File: src/rtl/frame_pkg.sv
`default_nettype none
// ============================================================================
//  Module   : frame_pkg
//  Purpose  : Shared types and constants for the single-wire frame link
//             (transmitter and receiver sides).
//  Revision : 1.0  initial release
// ============================================================================
package frame_pkg;

   typedef enum logic [2:0] {
      IDLE  = 3'd0,
      START = 3'd1,
      SIZE  = 3'd2,
      DATA  = 3'd3,
      CRC   = 3'd4,
      STOP  = 3'd5
   } tx_state_t;

   localparam logic START_BIT  = 1'b1;
   localparam logic STOP_BIT   = 1'b0;
   localparam logic IDLE_LEVEL = 1'b0;
   localparam int   MAX_BYTES  = 15;
   localparam int   CRC_W      = 8;
   // Payload bus carries MAX_BYTES+1 bytes; the last one is never sent.
   localparam int   DATA_W     = (MAX_BYTES + 1) * 8;

   // Index of the final data byte. A size of 0 still sends one byte
   // because the receiver always consumes at least one.
   function automatic logic [3:0] last_byte_idx(input logic [3:0] size);
      return (size == 4'd0) ? 4'd0 : size - 4'd1;
   endfunction

endpackage
`default_nettype wire

File: src/rtl/crc8_serial.sv
`default_nettype none
// ============================================================================
//  Module   : crc8_serial
//  Purpose  : Bit-serial CRC-8 (MSB-first feed) with enable and synchronous
//             init. Shared by transmitter and receiver.
//  Revision : 1.0  initial release
// ============================================================================
module crc8_serial
   import frame_pkg::*;
#(
   parameter logic [CRC_W-1:0] CRC_POLY = 8'h07,
   parameter logic [CRC_W-1:0] CRC_INIT = 8'h00
) (
   input  logic             clk,
   input  logic             rst,
   input  logic             i_init,
   input  logic             i_en,
   input  logic             i_bit,
   output logic [CRC_W-1:0] o_crc
);

   logic [CRC_W-1:0] r_crc;
   logic             w_fb;

   assign w_fb  = r_crc[CRC_W-1] ^ i_bit;
   assign o_crc = r_crc;

   // CRC register: init has priority over a bit update
   always_ff @(posedge clk or posedge rst) begin
      if (rst) begin
         r_crc <= CRC_INIT;
      end else if (i_init) begin
         r_crc <= CRC_INIT;
      end else if (i_en) begin
         r_crc <= {r_crc[CRC_W-2:0], 1'b0} ^ (w_fb ? CRC_POLY : '0);
      end
   end

endmodule
`default_nettype wire

File: src/rtl/frame_transmit.sv
`default_nettype none
// ============================================================================
//  Module   : frame_transmit
//  Purpose  : Serial frame transmitter: start bit, 4-bit size, N data bytes
//             (MSB first), CRC-8, stop bit. Each bit lasts baudrate+1 clocks.
//  Options  : FRAME_TX_CRC_INJECT_EN - adds inject_crc_err input which
//             inverts the transmitted CRC bit 0 for the latched frame.
//  Revision : 1.0  initial release
// ============================================================================
module frame_transmit
   import frame_pkg::*;
#(
   parameter logic [CRC_W-1:0] CRC_POLY = 8'h07,
   parameter logic [CRC_W-1:0] CRC_INIT = 8'h00
) (
   input  logic              clk,
   input  logic              reset,
   input  logic              start,
   input  logic [7:0]        baudrate,
   input  logic [3:0]        framesize,
   input  logic [DATA_W-1:0] framedata,
`ifdef FRAME_TX_CRC_INJECT_EN
   input  logic              inject_crc_err,
`endif
   output logic              TX,
   output logic              busy,
   output logic              done
);

   tx_state_t         r_state;
   tx_state_t         w_next_state;
   logic [7:0]        r_timer;
   logic [7:0]        r_baud;
   logic [3:0]        r_last;
   logic [3:0]        r_size_sh;
   logic [DATA_W-1:0] r_data;
   logic [2:0]        r_bitcnt;
   logic [3:0]        r_bytecnt;
   logic              r_done;
   logic              w_adv;
   logic              w_accept;
   logic              w_field_end;
   logic              w_tx;
   logic              w_inject;
   logic              w_crc_en;
   logic [CRC_W-1:0]  w_crc;

`ifdef FRAME_TX_CRC_INJECT_EN
   logic r_inject;

   // Injection request is captured with the frame so it cannot change mid-frame
   always_ff @(posedge clk or posedge reset) begin
      if (reset) begin
         r_inject <= 1'b0;
      end else if (w_accept) begin
         r_inject <= inject_crc_err;
      end
   end

   assign w_inject = r_inject;
`else
   assign w_inject = 1'b0;
`endif

   // A bit ends when its down-counter has reached zero
   assign w_adv    = (r_state != IDLE) && (r_timer == 8'd0);
   assign w_accept = (r_state == IDLE) && start;
   assign w_crc_en = w_adv && ((r_state == SIZE) || (r_state == DATA));

   // Last bit of the current field
   always_comb begin
      w_field_end = 1'b0;
      case (r_state)
         START:   w_field_end = 1'b1;
         SIZE:    w_field_end = (r_bitcnt == 3'd3);
         DATA:    w_field_end = (r_bitcnt == 3'd7) && (r_bytecnt == r_last);
         CRC:     w_field_end = (r_bitcnt == 3'd7);
         STOP:    w_field_end = 1'b1;
         default: w_field_end = 1'b0;
      endcase
   end

   // Line level decoded from registered state only; CRC bit 0 optionally inverted
   always_comb begin
      w_tx = IDLE_LEVEL;
      case (r_state)
         START:   w_tx = START_BIT;
         SIZE:    w_tx = r_size_sh[3];
         DATA:    w_tx = r_data[DATA_W-1];
         CRC:     w_tx = w_crc[3'd7 - r_bitcnt] ^ (w_inject && (r_bitcnt == 3'd7));
         STOP:    w_tx = STOP_BIT;
         default: w_tx = IDLE_LEVEL;
      endcase
   end

   // Next-state logic: transitions only at bit boundaries
   always_comb begin
      w_next_state = r_state;
      if (w_accept) begin
         w_next_state = START;
      end else if (w_adv && w_field_end) begin
         case (r_state)
            START:   w_next_state = SIZE;
            SIZE:    w_next_state = DATA;
            DATA:    w_next_state = CRC;
            CRC:     w_next_state = STOP;
            STOP:    w_next_state = IDLE;
            default: w_next_state = IDLE;
         endcase
      end
   end

   // State register
   always_ff @(posedge clk or posedge reset) begin
      if (reset) begin
         r_state <= IDLE;
      end else begin
         r_state <= w_next_state;
      end
   end

   // Datapath: frame latch, bit timer, field counters and shifters
   always_ff @(posedge clk or posedge reset) begin
      if (reset) begin
         r_timer   <= 8'd0;
         r_baud    <= 8'd0;
         r_last    <= 4'd0;
         r_size_sh <= 4'd0;
         r_data    <= '0;
         r_bitcnt  <= 3'd0;
         r_bytecnt <= 4'd0;
         r_done    <= 1'b0;
      end else begin
         r_done <= (r_state == STOP) && w_adv;
         if (w_accept) begin
            r_timer   <= baudrate;
            r_baud    <= baudrate;
            r_last    <= last_byte_idx(framesize);
            r_size_sh <= framesize;
            r_data    <= framedata;
            r_bitcnt  <= 3'd0;
            r_bytecnt <= 4'd0;
         end else if (w_adv) begin
            r_timer  <= r_baud;
            // Within DATA the 3-bit counter wraps naturally at byte ends
            r_bitcnt <= w_field_end ? 3'd0 : r_bitcnt + 3'd1;
            if (r_state == SIZE) begin
               r_size_sh <= {r_size_sh[2:0], 1'b0};
            end
            if (r_state == DATA) begin
               r_data <= {r_data[DATA_W-2:0], 1'b0};
               if (r_bitcnt == 3'd7) begin
                  r_bytecnt <= r_bytecnt + 4'd1;
               end
            end
         end else if (r_state != IDLE) begin
            r_timer <= r_timer - 8'd1;
         end
      end
   end

   crc8_serial #(
      .CRC_POLY (CRC_POLY),
      .CRC_INIT (CRC_INIT)
   ) u_crc (
      .clk    (clk),
      .rst    (reset),
      .i_init (w_accept),
      .i_en   (w_crc_en),
      .i_bit  (w_tx),
      .o_crc  (w_crc)
   );

   assign TX   = w_tx;
   assign busy = (r_state != IDLE);
   assign done = r_done;

endmodule
`default_nettype wire

File: config.mk
export PLATFORM = sky130hd
export DESIGN_NAME = frame_transmit
export DESIGN_NICKNAME = d
export VERILOG_FILES = /design/src/rtl/frame_pkg.sv /design/src/rtl/crc8_serial.sv /design/src/rtl/frame_transmit.sv
export SDC_FILE = /design/constraint.sdc
export NUM_CORES = 1
export LEC_CHECK = 0
export ABC_AREA = 1
export ABC_CLOCK_PERIOD_IN_PS = 6800
export BUFFER_PORTS_ARGS = -buffer_cell sky130_fd_sc_hd__buf_2
export CAP_MARGIN = 15
export CORE_MARGIN = 10
export CORE_UTILIZATION = 45
export DETAILED_ROUTE_END_ITERATION = 8
export GPL_ROUTABILITY_DRIVEN = 0
export PLACE_DENSITY = 0.67
export SETUP_SLACK_MARGIN = 0.02
export SLEW_MARGIN = 25
export SYNTH_ARGS = -nofsm -noshare
export SYNTH_HDL_FRONTEND = slang
export SYNTH_HIERARCHICAL = 1
export SYNTH_SLANG_ARGS = --single-unit
export TNS_END_PERCENT = 10
File: constraint.sdc
create_clock -name clk -period 6.8 [get_ports clk]
set_clock_uncertainty 0.05 [all_clocks]
set_input_delay 0.68 -clock clk [delete_from_list [all_inputs] [get_ports clk]]
set_output_delay 0.68 -clock clk [all_outputs]
set_load 0.01 [all_outputs]
==> results of run 1 <==
==> area by class of cell <==
class / instances / area [µm²]
multi-input cells: 498 / 2850
flip-flops and latches: 171 / 4280
clock inverters: 11 / 113
repair buffers: 149 / 759
well taps: 225 / 282
inverters: 168 / 638
diodes: 2 / 5.00
fillers: 1579 / 7980
clock buffers: 19 / 453
==> layout by cell type, fill, tap and decap left out, drive strengths merged <==
cell      Yosys  layout
nand2       222     222
nand3        23      23
o21bai        1       1
o211ai       12      12
buf          39     149
o21a          1       1
clkinv        0       3
nand3b        2       2
o31ai         1       1
a21oi        18      18
diode         0       2
clkbuf        8      19
a31oi         1       1
ha            6       6
nand4         2       2
xor2          4       4
xnor2         3       3
a22oi         5       5
nor2         37      37
bufinv        0       1
o22ai         3       3
o221ai      115     115
inv         168     171
nor3          1       1
a211oi        1       1
dfrtp       171     171
clkinvlp      0       4
o21ai        40      40
==> flip-flops by register name (all words and copies together), names as in the netlist <==
signal / flops
r_bytecnt: 4
r_data: 128
u_crc/o_crc: 8
r_last: 4
r_timer: 8
r_state: 3
r_baud: 8
done: 1
r_size_sh: 4
r_bitcnt: 3
==> power breakdown <==
group          total [mW]  switching (mW)  internal, mW
Sequential           1.63           0.157          1.48
Combinational        1.37           0.860         0.515
Clock               0.931           0.407         0.524
==> logic make-up (layout without fill, tap and decap cells) <==
group,count (synthesis),count (layout),share of synthesized area (%)
AND/OR/NAND/NOR,287,287,14.7
other,0,2,0
adder cells (fa/ha/maj),6,6,0.938
buffers and inverters,215,347,11.0
AO/OA/AOI/OAI,198,198,19.1
XOR/XNOR,7,7,0.766
flip-flops,171,171,53.5
==> routing by layer <==
layer / GRT usage, % / share of wire [%] / vias to the layer above
met1: 21.0 / 46 / 3004
met5: 0 / 0 / -
li1: - / - / 3199
met2: 24.7 / 48 / 130
met3: 4.60 / 4.9 / 18
met4: 5.40 / 1.2 / 0
==> per-stage QoR <==
stage / util, % / cells / hold WS, ns / instance area, µm²
2_1_floorplan: - / 884 / 0.393 / 8000
4_1_cts: 54.0 / 1241 / 0.171 / 9370
6_report: 54.0 / 1243 / 0.181 / 9380
5_1_grt: 54.0 / 1242 / 0.201 / 9380
3_5_place_dp: 50.7 / 1211 / 0.416 / 8800
3_3_place_gp: 50.7 / 1211 / 0.410 / 8800
==> final timing paths <==
kind                                              from                          to  slack (ns)  depth (start not counted)
worst max register to register  r_timer[0]$_DFFE_PP0P_      r_data[19]$_DFFE_PP0P_        3.36                         10
min in group clk                         framedata[97]      r_data[97]$_DFFE_PP0P_        0.41                          3
worst max-delay path            r_timer[0]$_DFFE_PP0P_      r_data[19]$_DFFE_PP0P_        3.36                         10
max in group asynchronous                        reset      r_data[21]$_DFFE_PP0P_        5.14                          3
worst min register to register   r_baud[2]$_DFFE_PP0N_       r_baud[2]$_DFFE_PP0N_        0.43                          2
worst min-delay path                             reset  u_crc/o_crc[6]$_DFFE_PP0P_        0.18                          2
==> impl_metrics.ini, run 1 <==
[outcome]
status = completed

[clocking]
numCtsBuffers = 17
clock_latency_ns = 0.43
cts_setup_buffers = 0
cts-root-buf = clkbuf_16
clock_sinks = 171
clock_path_buffers = 2
cts_tree = built
path_clk_slew_ns = 0.06
holdBufCountCts = 0
htreeDepth = 4
cts-resized-gates = 0

[place]
dp_slack_ns = 3.26
numPortBuffers = 145
hpwl_um = 12800

[grt]
grt_pass1_wl_um = 31500
antenna_found_initial = 2
overflow = 0
track_usage_pct = 16.0
grt_max_degree = 106
grt_pass1_vias = 6521

[yosys]
ys_warn_count = 6
syn_area_mm2 = 0.00800
syn_inst = 884
synth_top_area_share_pct = 53.5
yosys.cell_count.top_type = nand2_1
synth_edf_count = 0
synthTopCellsByArea = dfrtp_1, o221ai_1, nand2_1
ys_seq_area_share_pct = 53.5
yosys_register_bits = 171
postSynthAreaPerCell_um2 = 9.05
synthArstFlopShare_pct = 100
synthFlopType = dfrtp_1
synth_top_cell_by_area = dfrtp_1
yosysUniqueCellTypes = 37
synth_common_cells = nand2_1, dfrtp_1, inv_1, o221ai_1, nor2_1
syn_nets = 1033

[power_and_ir_drop]
power_density_mw_per_mm2 = 420
finalPower_mw = 3.94
vdd_drop_max_mv = 0.230
power.leakage_nw = 4.61

[sta]
period_needed_ns = 3.44
slew_headroom_pct = 33.0
tns_ns = 0
rsz0062_at_grt = no
maxSlewViolCount = 0
setup_slack_ns = 3.36
finalHoldViolations = 0
fin_crit_sh_pct = 50.5
tightestPinTransition_ns = 1.00
setup_viol = 0
fmax_mhz = 291

[worst_setup_path]
worst-path-buf-inv = 3
required_ns = 7.03
critPathTopFamily = simple AND/OR/NAND/NOR gates
path_max_fanout = 82
cp_slowest_cell = buf_4
crit_path_end_kind = flip-flop
max_stage_delay_ns = 0.73
crit_type = reg2reg
cp.arrival_ns = 3.67
start_kind = flip-flop
path_cells = inv_1 > ha_1 > nand2_1 > nor2_2 > nand3b_4 > nand2_4 > buf_4 > inv_2 > a22oi_1 > o21ai_1

[routing]
via_per_inst = 5.11
drcViolationCount = 0
vias = 6351
dr.pass1.iters = 5
wire_per_inst_um = 15.2
totalWireLength_um = 18800
antenna_left = 0
drtIter0Drc = 326

[floorplanning]
fp.dieH_um = 153
start_util_pct = 46.1
die_w_um = 153
die-area_mm2 = 0.0235
num_io_pins = 146
placementRows = 48
core-area_mm2 = 0.0174

[flow_run]
drv_cap = 0

[cells_and_area]
drive_gt1_share_pct = 20.7
nets = 1154
area_growth_pct = 17.2

[min_path]
min_path_type = in2async
No activity file was read; power rests on OpenSTA's default activity.
==> inputs of run 2 (changes only) <==
--- a/config.mk
+++ b/config.mk
@@ -5,15 +5,15 @@
 export SDC_FILE = /design/constraint.sdc
 export NUM_CORES = 1
 export LEC_CHECK = 0
-export ABC_AREA = 1
-export ABC_CLOCK_PERIOD_IN_PS = 6800
+export ABC_AREA = 0
+export ABC_CLOCK_PERIOD_IN_PS = 3100
 export BUFFER_PORTS_ARGS = -buffer_cell sky130_fd_sc_hd__buf_2
 export CAP_MARGIN = 15
 export CORE_MARGIN = 10
 export CORE_UTILIZATION = 45
 export DETAILED_ROUTE_END_ITERATION = 8
 export GPL_ROUTABILITY_DRIVEN = 0
-export PLACE_DENSITY = 0.67
+export PLACE_DENSITY = 0.69
 export SETUP_SLACK_MARGIN = 0.02
 export SLEW_MARGIN = 25
 export SYNTH_ARGS = -nofsm -noshare
==> constraint.sdc (replaced) <==
create_clock -name clk -period 3.1 [get_ports clk]
set_clock_uncertainty 0.05 [all_clocks]
set_input_delay 0.31 -clock clk [delete_from_list [all_inputs] [get_ports clk]]
set_output_delay 0.31 -clock clk [all_outputs]
set_load 0.01 [all_outputs]
==> impl_metrics.ini, run 2 <==
[sta]
fin_crit_sh_pct = 86.7
fmax_mhz = 372
tightestPinTransition_ns = 0.722
slew_headroom_pct = 51.8
finalHoldViolations = 0
rsz0062_at_grt = no
setup_viol = 0
tns_ns = 0
period_needed_ns = 2.69
maxSlewViolCount = 0

[cells_and_area]
finalNonFillerCells = 1182
fin_area_mm2 = 0.00924
nets = 1091
largest_reg_flops = 128
area_growth_pct = 18.0
layout.cells.most_common = nand2_1
mostFrequentLayoutCells = nand2_1, dfrtp_1, buf_2
top_register = r_data
drive_gt1_share_pct = 22.0

[worst_setup_path]
crit_type = reg2reg
cp_slowest_cell = or4b_4
crit_path_end_kind = flip-flop
cp.arrival_ns = 2.96
path_max_fanout = 6
required_ns = 3.38
worst-path-buf-inv = 2
max_stage_delay_ns = 0.53
critPathTopFamily = simple AND/OR/NAND/NOR gates
start_kind = flip-flop
path_cells = inv_1 > ha_1 > or4b_4 > or2_2 > nor3_1 > inv_2 > or4_1 > o311ai_1

[grt]
antenna_found_initial = 2
overflow = 0
grt_max_degree = 69
grt_pass1_wl_um = 31500
grt_pass1_vias = 6221
track_usage_pct = 16.2

[yosys]
synthFlopType = dfrtp_1
ys_warn_count = 6
synth_top_area_share_pct = 54.6
ys_seq_area_share_pct = 54.6
syn_nets = 966
syn_area_mm2 = 0.00783
synth_edf_count = 0
synth_common_cells = nand2_1, dfrtp_1, a22oi_1, nor2_1, clkbuf_1
synthArstFlopShare_pct = 100
yosys.cell_count.top_type = nand2_1
syn_inst = 817
synth_top_cell_by_area = dfrtp_1
yosys_register_bits = 171
yosysUniqueCellTypes = 54
postSynthAreaPerCell_um2 = 9.59
synthTopCellsByArea = dfrtp_1, nand2_1, a22oi_1

[place]
placed_cell_area_mm2 = 0.00867
numPortBuffers = 145
hpwl_um = 12700
place_inst = 1147

[floorplanning]
num_io_pins = 146
start_util_pct = 45.6
placementRows = 48
die-area_mm2 = 0.0231
fp.dieH_um = 152
die_w_um = 152
core-area_mm2 = 0.0172

[clocking]
holdBufCountCts = 1
cts-root-buf = clkbuf_16
numCtsBuffers = 17
clock_latency_ns = 0.43
clock_path_buffers = 2
clock_sinks = 171
htreeDepth = 4
cts_tree = built
cts-resized-gates = 0
cts_setup_buffers = 0
path_clk_slew_ns = 0.07

[routing]
wire_per_inst_um = 16.0
totalWireLength_um = 18900
drcViolationCount = 0
antenna_left = 0
via_per_inst = 5.34
vias = 6311
drtIter0Drc = 466
dr.pass1.iters = 5

[power_and_ir_drop]
finalPower_mw = 4.41
power.leakage_nw = 4.77
power_density_mw_per_mm2 = 477
vdd_drop_max_mv = 0.395

[outcome]
status = completed

[flow_run]
drv_cap = 0

[min_path]
min_path_type = in2reg
-- run 2: changes by cell type after synthesis, moves of 8 or more --
cell,change
a22oi_1,+118
buf_2,-18
buf_6,+8
clkbuf_1,+11
inv_1,-151
mux2i_1,+15
nand2_1,+77
nand3_1,-18
nor3_1,+8
o21ai_0,-8
o21ai_1,-18
o221ai_1,-111
-- run 2: worst paths after layout --
kind,from,endpoint,slack (ns),depth (start not counted)
min reg2reg,r_data[120]$_DFFE_PP0P_,r_data[120]$_DFFE_PP0P_,0.42,2
max,r_timer[0]$_DFFE_PP0P_,u_crc/o_crc[2]$_DFFE_PP0P_,0.41,8
max reg2reg,r_timer[0]$_DFFE_PP0P_,u_crc/o_crc[2]$_DFFE_PP0P_,0.41,8
max in group asynchronous,reset,r_data[105]$_DFFE_PP0P_,1.70,4
min in group asynchronous,reset,u_crc/o_crc[4]$_DFFE_PP0P_,0.36,3
min,baudrate[2],r_baud[2]$_DFFE_PP0N_,0.04,3
-- run 2: kinds of logic after synthesis --
group | share of synthesized area [%]
xor+xnor | 1.57
simple gates | 19.2
fa+ha+maj | 0.958
compound gates | 15.9
flops | 54.6
mux | 2.92
buf+inv | 4.84
-- run 2: report_power, final --
part           internal [mW]  leakage, nW  switching, mW  total [mW]
combinational         0.0749         2.23         0.0887       0.164
clock                   1.10        0.267          0.911        2.01
sequential              2.23         2.27              0        2.23
-- run 2: area by class of cell --
class | count | area, µm²
clock buffers | 21 | 470
well taps | 225 | 282
diodes | 2 | 5.00
multi-input cells | 580 | 3190
clock inverters | 11 | 85.1
fillers | 1600 | 7930
repair buffers | 161 | 886
inverters | 11 | 47.5
flip-flops and latches | 171 | 4280
-- run 2: metrics by stage --
stage / hold WS (ns) / utilization [%] / worst slack (ns)
2_1_floorplan: 0.0757 / - / 0.444
3_3_place_gp: 0.254 / 50.5 / 0.516
6_report: 0.0419 / 53.8 / 0.411
5_1_grt: 0.0342 / 53.8 / 0.210
4_1_cts: 0.0234 / 53.8 / 0.396
3_5_place_dp: 0.244 / 50.5 / 0.426
-- run 2: tightest hold or removal path, cell delays in order --
cell,delay [ns]
buf_2,0.09
nand2_1,0.04
nand2_1,0.05
-- run 2: metal layers --
layer,up-vias,track usage [%],share of wire (%)
met3,27,3.53,4.2
met2,162,24.5,47
met4,0,6.69,1.9
met1,3055,22.0,47
met5,-,0,0
li1,3067,-,-
==> inputs of run 3 (changes only) <==
--- a/config.mk
+++ b/config.mk
@@ -6,14 +6,14 @@
 export NUM_CORES = 1
 export LEC_CHECK = 0
 export ABC_AREA = 0
-export ABC_CLOCK_PERIOD_IN_PS = 3100
+export ABC_CLOCK_PERIOD_IN_PS = 3000
 export BUFFER_PORTS_ARGS = -buffer_cell sky130_fd_sc_hd__buf_2
 export CAP_MARGIN = 15
 export CORE_MARGIN = 10
 export CORE_UTILIZATION = 45
 export DETAILED_ROUTE_END_ITERATION = 8
 export GPL_ROUTABILITY_DRIVEN = 0
-export PLACE_DENSITY = 0.69
+export PLACE_DENSITY = 0.67
 export SETUP_SLACK_MARGIN = 0.02
 export SLEW_MARGIN = 25
 export SYNTH_ARGS = -nofsm -noshare
==> constraint.sdc (replaced) <==
create_clock -name clk -period 3 [get_ports clk]
set_clock_uncertainty 0.05 [all_clocks]
set_input_delay 0.3 -clock clk [delete_from_list [all_inputs] [get_ports clk]]
set_output_delay 0.3 -clock clk [all_outputs]
set_load 0.01 [all_outputs]
==> impl_metrics.ini, run 3 (same netlist as run 2, synthesis figures left out) <==
[outcome]
status = completed

[clocking]
htreeDepth = 4
path_clk_slew_ns = 0.07
cts-resized-gates = 0
clock_latency_ns = 0.43
clock_path_buffers = 2
numCtsBuffers = 17
clock_sinks = 171
cts-root-buf = clkbuf_16
cts_tree = built

[sta]
setup_viol = 0
setup_slack_ns = 0.344
fin_crit_sh_pct = 88.5
maxSlewViolCount = 0
fmax_mhz = 377
slew_headroom_pct = 47.4
finalHoldViolations = 0
rsz0062_at_grt = no
tns_ns = 0
period_needed_ns = 2.66
whs_ns = 0.0206
tightestPinTransition_ns = 0.788

[grt]
antenna_found_initial = 0
grt_pass1_vias = 6131
grt_max_degree = 120
grt_pass1_wl_um = 31300
overflow = 0
track_usage_pct = 16.1

[cells_and_area]
area_growth_pct = 18.9
finalNonFillerCells = 1179
largest_reg_flops = 128
top_register = r_data
final_core_util_pct = 54.2
nets = 1090
layout.cells.most_common = nand2_1
drive_gt1_share_pct = 22.0
fillers = 1600
mostFrequentLayoutCells = nand2_1, dfrtp_1, buf_2
antenna_cells = 0

[place]
hpwl_um = 12700
numPortBuffers = 145
dp_slack_ns = 0.382
place_inst = 1146

[routing]
dr.pass1.iters = 4
vias = 6194
drtIter0Drc = 383
wire_per_inst_um = 16.0
antenna_left = 0
totalWireLength_um = 18900
drcViolationCount = 0
via_per_inst = 5.25

[floorplanning]
core-area_mm2 = 0.0172
placementRows = 48
die-area_mm2 = 0.0231
start_util_pct = 45.6
die_w_um = 152
fp.dieH_um = 152
num_io_pins = 146

[worst_setup_path]
cp.arrival_ns = 2.93
crit_path_end_kind = flip-flop
r2r_start = r_timer[0]$_DFFE_PP0P_
required_ns = 3.27
start_kind = flip-flop
path_max_fanout = 6
crit_type = reg2reg
crit_path_start = r_timer[0]$_DFFE_PP0P_

[min_path]
min_path_type = in2reg
hp-start = framedata[0]

[power_and_ir_drop]
power_density_mw_per_mm2 = 499
vdd_drop_max_mv = 0.398
power.leakage_nw = 4.81

[flow_run]
drv_cap = 0
-- run 3: cell count changes in the layout (fill, tap and decap cells not counted), moves of 2 or more --
cell and change:
diode_2 -2, clkinvlp_4 -3, buf_12 +4, buf_4 -5, clkinv_4 +2
-- run 3: per-layer routing --
layer  vias to the layer above  track usage (%)  share of wire, %  wire length, µm
met2                       149             24.3                46             8620
li1                       3059                -                 -                -
met5                         -                0                 0                0
met3                        13             4.01               5.3              994
met4                         0             4.72               1.1              201
met1                      2973             22.3                48             9100
-- run 3: power by group --
group	switching, mW	internal [mW]	leakage [nW]
clock	0.923	1.24	0.295
sequential	0	2.31	2.27
combinational	0.0930	0.0801	2.25
total	1.02	3.63	4.81
-- run 3: critical path: stages, from the launching register on --
cell,delay (ns)
dfrtp_1,0.41
inv_1,0.11
ha_1,0.18
or4b_4,0.52
or2_2,0.35
nor3_1,0.27
inv_2,0.08
or4_1,0.47
o311ai_1,0.09
-- run 3: what timing repair did --
action	4_1_cts	5_1_grt
endpoints found under the hold margin	8	0
buffers inserted	0	0
hold buffers	1	0
-- run 3: final timing paths --
check / end / slack (ns) / cells after the start
setup / recovery: u_crc/o_crc[2]$_DFFE_PP0P_ / 0.34 / 8
hold / removal: r_data[0]$_DFFE_PP0P_ / 0.02 / 3
setup reg to reg: u_crc/o_crc[2]$_DFFE_PP0P_ / 0.34 / 8
hold reg to reg: r_data[41]$_DFFE_PP0P_ / 0.42 / 2
max in group asynchronous: r_data[125]$_DFFE_PP0P_ / 1.59 / 4
min in group asynchronous: u_crc/o_crc[1]$_DFFE_PP0P_ / 0.35 / 3
-- run 3: area by class of cell --
type	count	area, µm²	share of cell area, %
multi-input cells	580	3190	34.2
flip-flops and latches	171	4280	45.9
repair buffers	160	928	9.97
inverters	11	47.5	0.511
clock buffers	21	480	5.16
well taps	225	282	3.02
clock inverters	11	106	1.14
-- run 3: through the flow --
step	total power [mW]	cell area, µm²
after floorplan	2.39	7840
after global placement	2.53	8720
after detailed placement	2.52	8720
after CTS	4.71	9310
after global routing	4.83	9310
final	4.64	9310
